[src/rtl/mem_port_arbiter_if.sv]
// Bus bundle between the pipeline's Fetch/Memory requesters, the arbiter and the
// shared single-ported memory.
interface mem_port_arbiter_if #(
    parameter int ADDR_W = 32,
    parameter int DATA_W = 32
);
    logic              IReqF;
    logic [ADDR_W-1:0] PCF;
    logic              AbortF;
    logic [DATA_W-1:0] InstrF;
    logic              IReadyF;

    logic              DReqM;
    logic              DWeM;
    logic [ADDR_W-1:0] ALUResultM;
    logic [DATA_W-1:0] WriteDataM;
    logic [DATA_W-1:0] ReadDataM;
    logic              DReadyM;

    logic              StallF;
    logic              StallMem;

    logic              MemReq;
    logic              MemWe;
    logic [ADDR_W-1:0] MemAddr;
    logic [DATA_W-1:0] MemWData;
    logic [DATA_W-1:0] MemRData;

    modport slave (
        input  IReqF, PCF, AbortF, DReqM, DWeM, ALUResultM, WriteDataM, MemRData,
        output InstrF, IReadyF, ReadDataM, DReadyM, StallF, StallMem,
               MemReq, MemWe, MemAddr, MemWData
    );

    modport master (
        output IReqF, PCF, AbortF, DReqM, DWeM, ALUResultM, WriteDataM, MemRData,
        input  InstrF, IReadyF, ReadDataM, DReadyM, StallF, StallMem,
               MemReq, MemWe, MemAddr, MemWData
    );
endinterface

[src/rtl/mem_port_arbiter.sv]
// Grants the single memory port to Fetch or Memory stage one access at a time,
// tracks the fixed read latency and raises the matching ready/stall signals.
module mem_port_arbiter #(
    parameter int ADDR_W  = 32,
    parameter int DATA_W  = 32,
    parameter int MEM_LAT = 2
) (
    input  logic               clk,
    input  logic               reset,
    mem_port_arbiter_if.slave  bus
);
    localparam int              CNT_W    = $clog2(MEM_LAT + 1);
    localparam logic [CNT_W-1:0] LAT_LOAD = CNT_W'(MEM_LAT);
    localparam logic [CNT_W-1:0] CNT_ONE  = CNT_W'(1);

    typedef enum logic [1:0] {
        IDLE  = 2'd0,
        IBUSY = 2'd1,
        DBUSY = 2'd2
    } state_t;

    state_t            state, stateNext;
    logic [CNT_W-1:0]  cnt, cntNext;
    logic              abortQ, abortNext;
    logic              storeQ, storeNext;
    logic              grantD, grantI, done, fetchKilled;
    logic [ADDR_W-1:0] addrSel;
    logic [DATA_W-1:0] wdataSel;

    // Grants are suppressed while reset is held so memory never sees an untracked strobe.
    always_comb begin
        grantD      = (state == IDLE) && !reset && bus.DReqM;
        grantI      = (state == IDLE) && !reset && !bus.DReqM && bus.IReqF && !bus.AbortF;
        done        = (state != IDLE) && (cnt == CNT_ONE);
        fetchKilled = abortQ || bus.AbortF;
    end

    always_ff @(posedge clk) begin
        if (reset) begin
            state  <= IDLE;
            cnt    <= '0;
            abortQ <= 1'b0;
            storeQ <= 1'b0;
        end else begin
            state  <= stateNext;
            cnt    <= cntNext;
            abortQ <= abortNext;
            storeQ <= storeNext;
        end
    end

    always_comb begin
        stateNext = state;
        cntNext   = cnt;
        abortNext = abortQ;
        storeNext = storeQ;
        case (state)
            IDLE: begin
                abortNext = 1'b0;
                if (grantD) begin
                    stateNext = DBUSY;
                    cntNext   = LAT_LOAD;
                    storeNext = bus.DWeM;
                end else if (grantI) begin
                    stateNext = IBUSY;
                    cntNext   = LAT_LOAD;
                    storeNext = 1'b0;
                end
            end
            IBUSY: begin
                cntNext = cnt - CNT_ONE;
                if (done) begin
                    stateNext = IDLE;
                    abortNext = 1'b0;
                end else begin
                    abortNext = fetchKilled;
                end
            end
            DBUSY: begin
                cntNext = cnt - CNT_ONE;
                if (done) stateNext = IDLE;
            end
            default: begin
                stateNext = IDLE;
                cntNext   = '0;
                abortNext = 1'b0;
                storeNext = 1'b0;
            end
        endcase
    end

    always_comb begin
        addrSel  = '0;
        wdataSel = '0;
        if (grantD) begin
            addrSel  = bus.ALUResultM;
            wdataSel = bus.WriteDataM;
        end else if (grantI) begin
            addrSel  = bus.PCF;
        end

        bus.MemReq   = grantD || grantI;
        bus.MemWe    = grantD && bus.DWeM;
        bus.MemAddr  = addrSel;
        bus.MemWData = wdataSel;

        bus.DReadyM   = done && (state == DBUSY) && !reset;
        bus.ReadDataM = (bus.DReadyM && !storeQ) ? bus.MemRData : '0;

        // An aborted fetch still drains the memory response but never signals ready.
        bus.IReadyF = done && (state == IBUSY) && !fetchKilled && !reset;
        bus.InstrF  = bus.IReadyF ? bus.MemRData : '0;

        bus.StallF   = bus.IReqF && !bus.IReadyF;
        bus.StallMem = bus.DReqM && !bus.DReadyM;
    end
endmodule

[src/flat_wrapper.sv]
// flat-port wrapper written by rule: the top's interface ports become plain ports
module mem_port_arbiter_flat 
#(
    parameter int ADDR_W  = 32,
    parameter int DATA_W  = 32,
    parameter int MEM_LAT = 2
)
  (clk, reset, bus_IReqF, bus_PCF, bus_AbortF, bus_DReqM, bus_DWeM, bus_ALUResultM, bus_WriteDataM, bus_MemRData, bus_InstrF, bus_IReadyF, bus_ReadDataM, bus_DReadyM, bus_StallF, bus_StallMem, bus_MemReq, bus_MemWe, bus_MemAddr, bus_MemWData);
  mem_port_arbiter_if #(.ADDR_W(ADDR_W), .DATA_W(DATA_W)) bus_i ();
  input  logic clk;
  input  logic reset;
  input wire logic [$bits(bus_i.IReqF)-1:0] bus_IReqF;
  input wire logic [$bits(bus_i.PCF)-1:0] bus_PCF;
  input wire logic [$bits(bus_i.AbortF)-1:0] bus_AbortF;
  input wire logic [$bits(bus_i.DReqM)-1:0] bus_DReqM;
  input wire logic [$bits(bus_i.DWeM)-1:0] bus_DWeM;
  input wire logic [$bits(bus_i.ALUResultM)-1:0] bus_ALUResultM;
  input wire logic [$bits(bus_i.WriteDataM)-1:0] bus_WriteDataM;
  input wire logic [$bits(bus_i.MemRData)-1:0] bus_MemRData;
  output wire logic [$bits(bus_i.InstrF)-1:0] bus_InstrF;
  output wire logic [$bits(bus_i.IReadyF)-1:0] bus_IReadyF;
  output wire logic [$bits(bus_i.ReadDataM)-1:0] bus_ReadDataM;
  output wire logic [$bits(bus_i.DReadyM)-1:0] bus_DReadyM;
  output wire logic [$bits(bus_i.StallF)-1:0] bus_StallF;
  output wire logic [$bits(bus_i.StallMem)-1:0] bus_StallMem;
  output wire logic [$bits(bus_i.MemReq)-1:0] bus_MemReq;
  output wire logic [$bits(bus_i.MemWe)-1:0] bus_MemWe;
  output wire logic [$bits(bus_i.MemAddr)-1:0] bus_MemAddr;
  output wire logic [$bits(bus_i.MemWData)-1:0] bus_MemWData;
  assign bus_i.IReqF = bus_IReqF;
  assign bus_i.PCF = bus_PCF;
  assign bus_i.AbortF = bus_AbortF;
  assign bus_i.DReqM = bus_DReqM;
  assign bus_i.DWeM = bus_DWeM;
  assign bus_i.ALUResultM = bus_ALUResultM;
  assign bus_i.WriteDataM = bus_WriteDataM;
  assign bus_i.MemRData = bus_MemRData;
  assign bus_InstrF = bus_i.InstrF;
  assign bus_IReadyF = bus_i.IReadyF;
  assign bus_ReadDataM = bus_i.ReadDataM;
  assign bus_DReadyM = bus_i.DReadyM;
  assign bus_StallF = bus_i.StallF;
  assign bus_StallMem = bus_i.StallMem;
  assign bus_MemReq = bus_i.MemReq;
  assign bus_MemWe = bus_i.MemWe;
  assign bus_MemAddr = bus_i.MemAddr;
  assign bus_MemWData = bus_i.MemWData;
  mem_port_arbiter #(.ADDR_W(ADDR_W), .DATA_W(DATA_W), .MEM_LAT(MEM_LAT)) u_core (.clk(clk), .reset(reset), .bus(bus_i));
endmodule
[config.mk]
export PLATFORM = sky130hd
export DESIGN_NAME = mem_port_arbiter_flat
export DESIGN_NICKNAME = d
export VERILOG_FILES = /design/src/rtl/mem_port_arbiter_if.sv /design/src/rtl/mem_port_arbiter.sv /design/src/flat_wrapper.sv
export SDC_FILE = /design/constraint.sdc
export NUM_CORES = 1
export LEC_CHECK = 0
export ABC_AREA = 1
export ABC_CLOCK_PERIOD_IN_PS = 2500
export CAP_MARGIN = 10
export CORE_AREA = 3 3 104 106
export DETAILED_ROUTE_END_ITERATION = 12
export DIE_AREA = 0 0 107 109
export MAX_ROUTING_LAYER = met4
export PLACE_DENSITY = 0.72
export RECOVER_POWER = 100
export SYNTH_ARGS = -nofsm -noshare
export SYNTH_HDL_FRONTEND = slang
export SYNTH_SLANG_ARGS = --single-unit
[constraint.sdc]
create_clock -name clk -period 2.5 [get_ports clk]
set_input_delay 0.375 -clock clk [delete_from_list [all_inputs] [get_ports clk]]
set_output_delay 0.375 -clock clk [all_outputs]
set_load 0.05 [all_outputs]
# After elaboration in Yosys (flattened, before gate mapping)
# Cells that the tools add are included.
word_totals:
  word_cells: 57
  in_bits: 134
  register_bits: 6
classes:
  reduce_logical: 29
  n_mux: 17
  n_eq_ne: 5
  n_addsub: 1
  bitwise_logic: 1
op_table:
  columns: ["operator", "n"]
  rows:
  - ["two-way mux 32 bit", 5]
  - ["logical AND 1 bit", 15]
  - ["two-way mux 2 bit", 5]
  - ["one-hot mux 2 bit (2 select lines)", 2]
  - ["zero test 1 bit", 7]
  - ["== test 2 x 1 -> 1 bit, second input constant", 2]
  - ["one-hot mux 1 bit (2 select lines)", 2]
  - ["AND reduction 2 bit", 2]
  - ["two-way mux 1 bit", 3]
  - ["!= test 3 x 1 -> 1 bit, second input constant", 1]
  - ["== test 2 bit, second input constant", 1]
  - ["zero test 2 bit", 1]
  - ["logical OR 1 bit", 2]
  - ["!= test 2 x 1 -> 1 bit, second input constant", 1]
  - ["nonzero test 2 bit", 1]
  - ["OR reduction 2 bit", 1]
  - ["subtractor 2 x 1 -> 2 bit, second input constant", 1]
  - ["NOT 1 bit", 1]

# Logic depth before layout (Yosys ltp)
# Gate-level depths: netlist of the first run.
logic_depth:
  ltp_word: 8
  ltp_mapped: 10
  mapped_depth_nobuf: 10

# Least setup slack after synthesis of the first run
# OpenSTA, ideal clock, no wires.
synth_timing:
  kind: "register to output"
  startpoint: "register u_core.state[0]"
  endpoint: "output bus_ReadDataM[0]"
  arrival_time_ns: 2.500
  path_buffers: 1
  setup_slack_ns: -0.375
  path_stages_with_launch: 9
  path_cell_list: "dfxtp_1 -> inv_1 -> ha_1 -> inv_2 -> nand2_2 -> nor3_2 -> nand2_2 -> buf_6 -> nor2_1"
synth_via:
  elab_chain_len: 6
  word_cells_on_any_way: 7
  classes_between: "eq/ne: 1; mux: 1; reduce/logical: 5"
synth_rtl:
  columns: ["item", "line_no", "rtl"]
  rows:
  - ["start: declaration", "mem_port_arbiter.sv:22", "state_t state, stateNext;"]
  - ["start signal: assignment", "mem_port_arbiter.sv:45", "state <= stateNext;"]
  - ["nonzero test 2 bit", "mem_port_arbiter.sv:34", "done = (state != IDLE) && (cnt == CNT_ONE);"]
  - ["logical AND 1 bit", "mem_port_arbiter.sv:34", null]
  - ["logical AND 1 bit * (2 in a row)", "mem_port_arbiter.sv:107", "bus.DReadyM = done && (state == DBUSY) && !reset;"]
  - ["via bus_DReadyM", "flat_wrapper.sv:23", "output wire logic [$bits(bus_i.DReadyM)-1:0] bus_DReadyM;"]
  - ["logical AND 1 bit *", "mem_port_arbiter.sv:108", "bus.ReadDataM = (bus.DReadyM && !storeQ) ? bus.MemRData : '0;"]
  - ["two-way mux 32 bit *", "mem_port_arbiter.sv:108", null]
  - ["end: declaration", "flat_wrapper.sv:22", "output wire logic [$bits(bus_i.ReadDataM)-1:0] bus_ReadDataM;"]
# Mark *: on every way through the listed nets, which the timed path passes. The rest lies on a longest branch.

# Final worst setup path of the first run
layout_timing:
  startpoint: "input reset"
  endpoint: "output bus_MemWData[19]"
layout_via:
  elab_chain_len: 4
layout_rtl:
  columns: ["item", "line_no", "rtl"]
  rows:
  - ["start: declaration", "flat_wrapper.sv:11", "input logic reset;"]
  - ["zero test 1 bit", "mem_port_arbiter.sv:32", "grantD = (state == IDLE) && !reset && bus.DReqM;"]
  - ["logical AND 1 bit (2 in a row)", "mem_port_arbiter.sv:32", null]
  - ["two-way mux 32 bit", "mem_port_arbiter.sv:95", "if (grantD) begin"]
  - ["end: declaration", "flat_wrapper.sv:29", "output wire logic [$bits(bus_i.MemWData)-1:0] bus_MemWData;"]
# Every way passes these cells.

==> results of run 1 <==
[routing by layer]
metal  track usage  vias up
met5             -        -
met4        0.0384        0
met3        0.0314       11
met2         0.318      175
met1         0.162     1217
li1              -     1331
[stage by stage]
step / util / power, mW / instance area, µm² / worst slack, ns
detailed placement: 0.564 / 1.95 / 5560 / 0.144
CTS: 0.568 / 2.11 / 5600 / 0.0939
floorplan: - / 1.03 / 1450 / -0.117
global route: 0.477 / 1.77 / 4710 / -0.0602
global placement: 0.564 / 1.91 / 5560 / 0.171
finish: 0.477 / 1.67 / 4710 / 0.0670
[state kept, by name, summed over array words and instances (netlist names)]
signal / flops
u_core.cnt: 2
u_core.storeQ: 1
u_core.abortQ: 1
u_core.state: 2
[logic make-up (layout without fill, tap and decap cells)]
kind of cell	after synthesis	count (layout)	synth area share
AND/OR/NAND/NOR	124	124	0.348
buffers and inverters	97	358	0.293
flip-flops	6	6	0.0834
AO/OA/AOI/OAI	42	42	0.232
adder cells (fa/ha/maj)	5	5	0.0434
[power breakdown]
group	internal, mW	switching, mW
clock	0.104	0.0436
sequential	0.132	0.0244
combinational	0.489	0.878
total	0.724	0.946
[cell usage in the layout, fill, tap and decap left out, types with 2 or more instances in the layout]
master,Yosys,final
inv_2,2,2
inv_1,79,79
nor2_2,1,2
buf_12,0,68
ha_1,5,5
bufbuf_8,0,2
buf_4,2,2
nand2_2,3,2
nor3_1,2,2
nor2_1,106,105
dlymetal6s2s_1,0,10
o21ai_0,3,3
clkbuf_8,0,3
buf_2,8,24
clkbuf_4,0,3
clkdlybuf4s50_1,0,133
clkbuf_2,0,28
nand2_1,7,8
a22o_1,32,32
dfxtp_1,6,6
clkbuf_1,0,3
a21oi_1,6,6
[synth_stat cells (all sizes together)]
cell type / instances
a21oi: 7
inv: 82
nor2: 107
nand2: 11
a22o: 32
nor3: 3
dfxtp: 6
ha: 5
nand3: 2
o21ai: 3
buf: 15
nand4: 1
[critical path, stage by stage]
cell             delay [ns]
clkdlybuf4s50_1        0.54
nor2_2                 0.24
nand2_4                0.09
clkbuf_2               0.29
nor2_1                 0.20
clkbuf_2               0.31
[timing repair]
item                                    in CTS  in global routing
endpoints found under the setup margin       0                 32
hold buffers                                 0                  0
gates resized for setup                      0                  1
[layout make-up]
cell class,instances,share of cell area
Tap cell,133,0.0354
Timing Repair Buffer,273,0.672
Multi-Input combinational cell,171,0.192
Clock buffer,3,0.00877
Inverter,82,0.0659
Sequential cell,6,0.0255
[final timing paths]
path | cells after the start | endpoint | start | slack [ns]
min reg2reg | 2 | u_core.storeQ$_SDFFE_PP0P_ | u_core.storeQ$_SDFFE_PP0P_ | 0.49
max | 6 | bus_MemWData[19] | reset | 0.07
max reg2reg | 10 | u_core.storeQ$_SDFFE_PP0P_ | u_core.state[0]$_SDFFE_PP0P_ | 0.87
min | 2 | u_core.storeQ$_SDFFE_PP0P_ | u_core.storeQ$_SDFFE_PP0P_ | 0.49
==> impl_metrics.json, run 1 <==
{
  "hp-class": "flop to flop",
  "drtIter0Drc": 86,
  "wire_per_inst_um": 15.0,
  "multi_input_area_um2": 905,
  "route.detailed.drc": 0,
  "synth_cell_type_count": 22,
  "fin_crit_sh": 0.973,
  "synth_top_area_share": 0.276,
  "layout-drive-gt1-share": 0.264,
  "skew_ns": 0.00185,
  "grt_max_degree": 35,
  "worstPathRequired_ns": 2.12,
  "grt_setup_unrepaired": "yes",
  "drt-total-wl_mm": 10.0,
  "cp-end-kind": "output pin",
  "coreArea_um2": 9860,
  "antenna_found_initial": 0,
  "io_buffers": 267,
  "cts.sinks": 6,
  "cts_root_buf": "clkbuf_8",
  "powerDensity_nw_per_um2": 355,
  "tightest_slew_ns": 0.657,
  "clk_pin_slew_ns": 0.04,
  "leakage_nw": 2.53,
  "drt_pass1_iterations": 4,
  "holdWs_ns": 0.489,
  "dp_cells": 665,
  "wl_met2_mm": 5.59,
  "finalSetupViolations": 0,
  "io_pins": 268,
  "cts_buffers": 3,
  "grt_use_total": 0.161,
  "cts_tree": "yes",
  "ir_drop_v": 0.000296,
  "clk_latency_ns": 0.23,
  "ys_ff_latch": 6,
  "setup_tns_ns": 0,
  "antenna_left": 0,
  "die_w_um": 107,
  "seq_area_frac_synth": 0.0834,
  "rows": 36,
  "yosys-top-cells-area": "nor2_1 28%, inv_1 21%, a22o_1 19%",
  "regArea_um2": 120,
  "max_freq_mhz": 411,
  "slew_viol_final": 0,
  "gp_congestion": 0.873,
  "num_vias": 2734,
  "top_layer_used": "met4",
  "start_util": 0.146,
  "dp_hpwl_mm": 9.12,
  "critPathKind": "primary input to output pin",
  "die_area_um2": 11700,
  "fill_cells": 920,
  "min_period_ns": 2.43,
  "netlist_area_um2": 1440,
  "yosysTopAreaCell": "nor2_1",
  "wl_met1_mm": 3.34,
  "postCtsSetupRepairBufs": 0,
  "ys_warn_count": 0,
  "hold_viol": 0,
  "met3WireLength_um": 951,
  "syn-num-nets": 413,
  "crit_arrival_ns": 2.06,
  "cts_max_path_buffers": 2,
  "die_h_um": 109,
  "ctsHtreeMaxLevel": 1,
  "start_kind": "primary input",
  "grt_pass1_wl_mm": 14.3,
  "area_growth_pct": 227,
  "layout.cells.non_filler": 668,
  "syn_area_per_cell_um2": 5.26,
  "max_cap_viol_count": 0,
  "antennaDiodeCount": 0,
  "path_max_fanout": 22,
  "grt_pass1_vias": 2794,
  "overflow": 0,
  "vias_per_cell": 4.09,
  "relSlewSlack": 0.564,
  "postSynthCellCount": 274,
  "status": "complete, no violations",
  "nNetsFinal": 676
}
Note: power is estimated with default switching activity, not from simulation.
==> run 2: changes to the inputs <==
Settings changed: CAP_MARGIN 10 to not set, SKIP_LAST_GASP set to 1.
==> results of run 2 <==
Same layout as run 1: the final DEF is identical, and so are final timing and power.
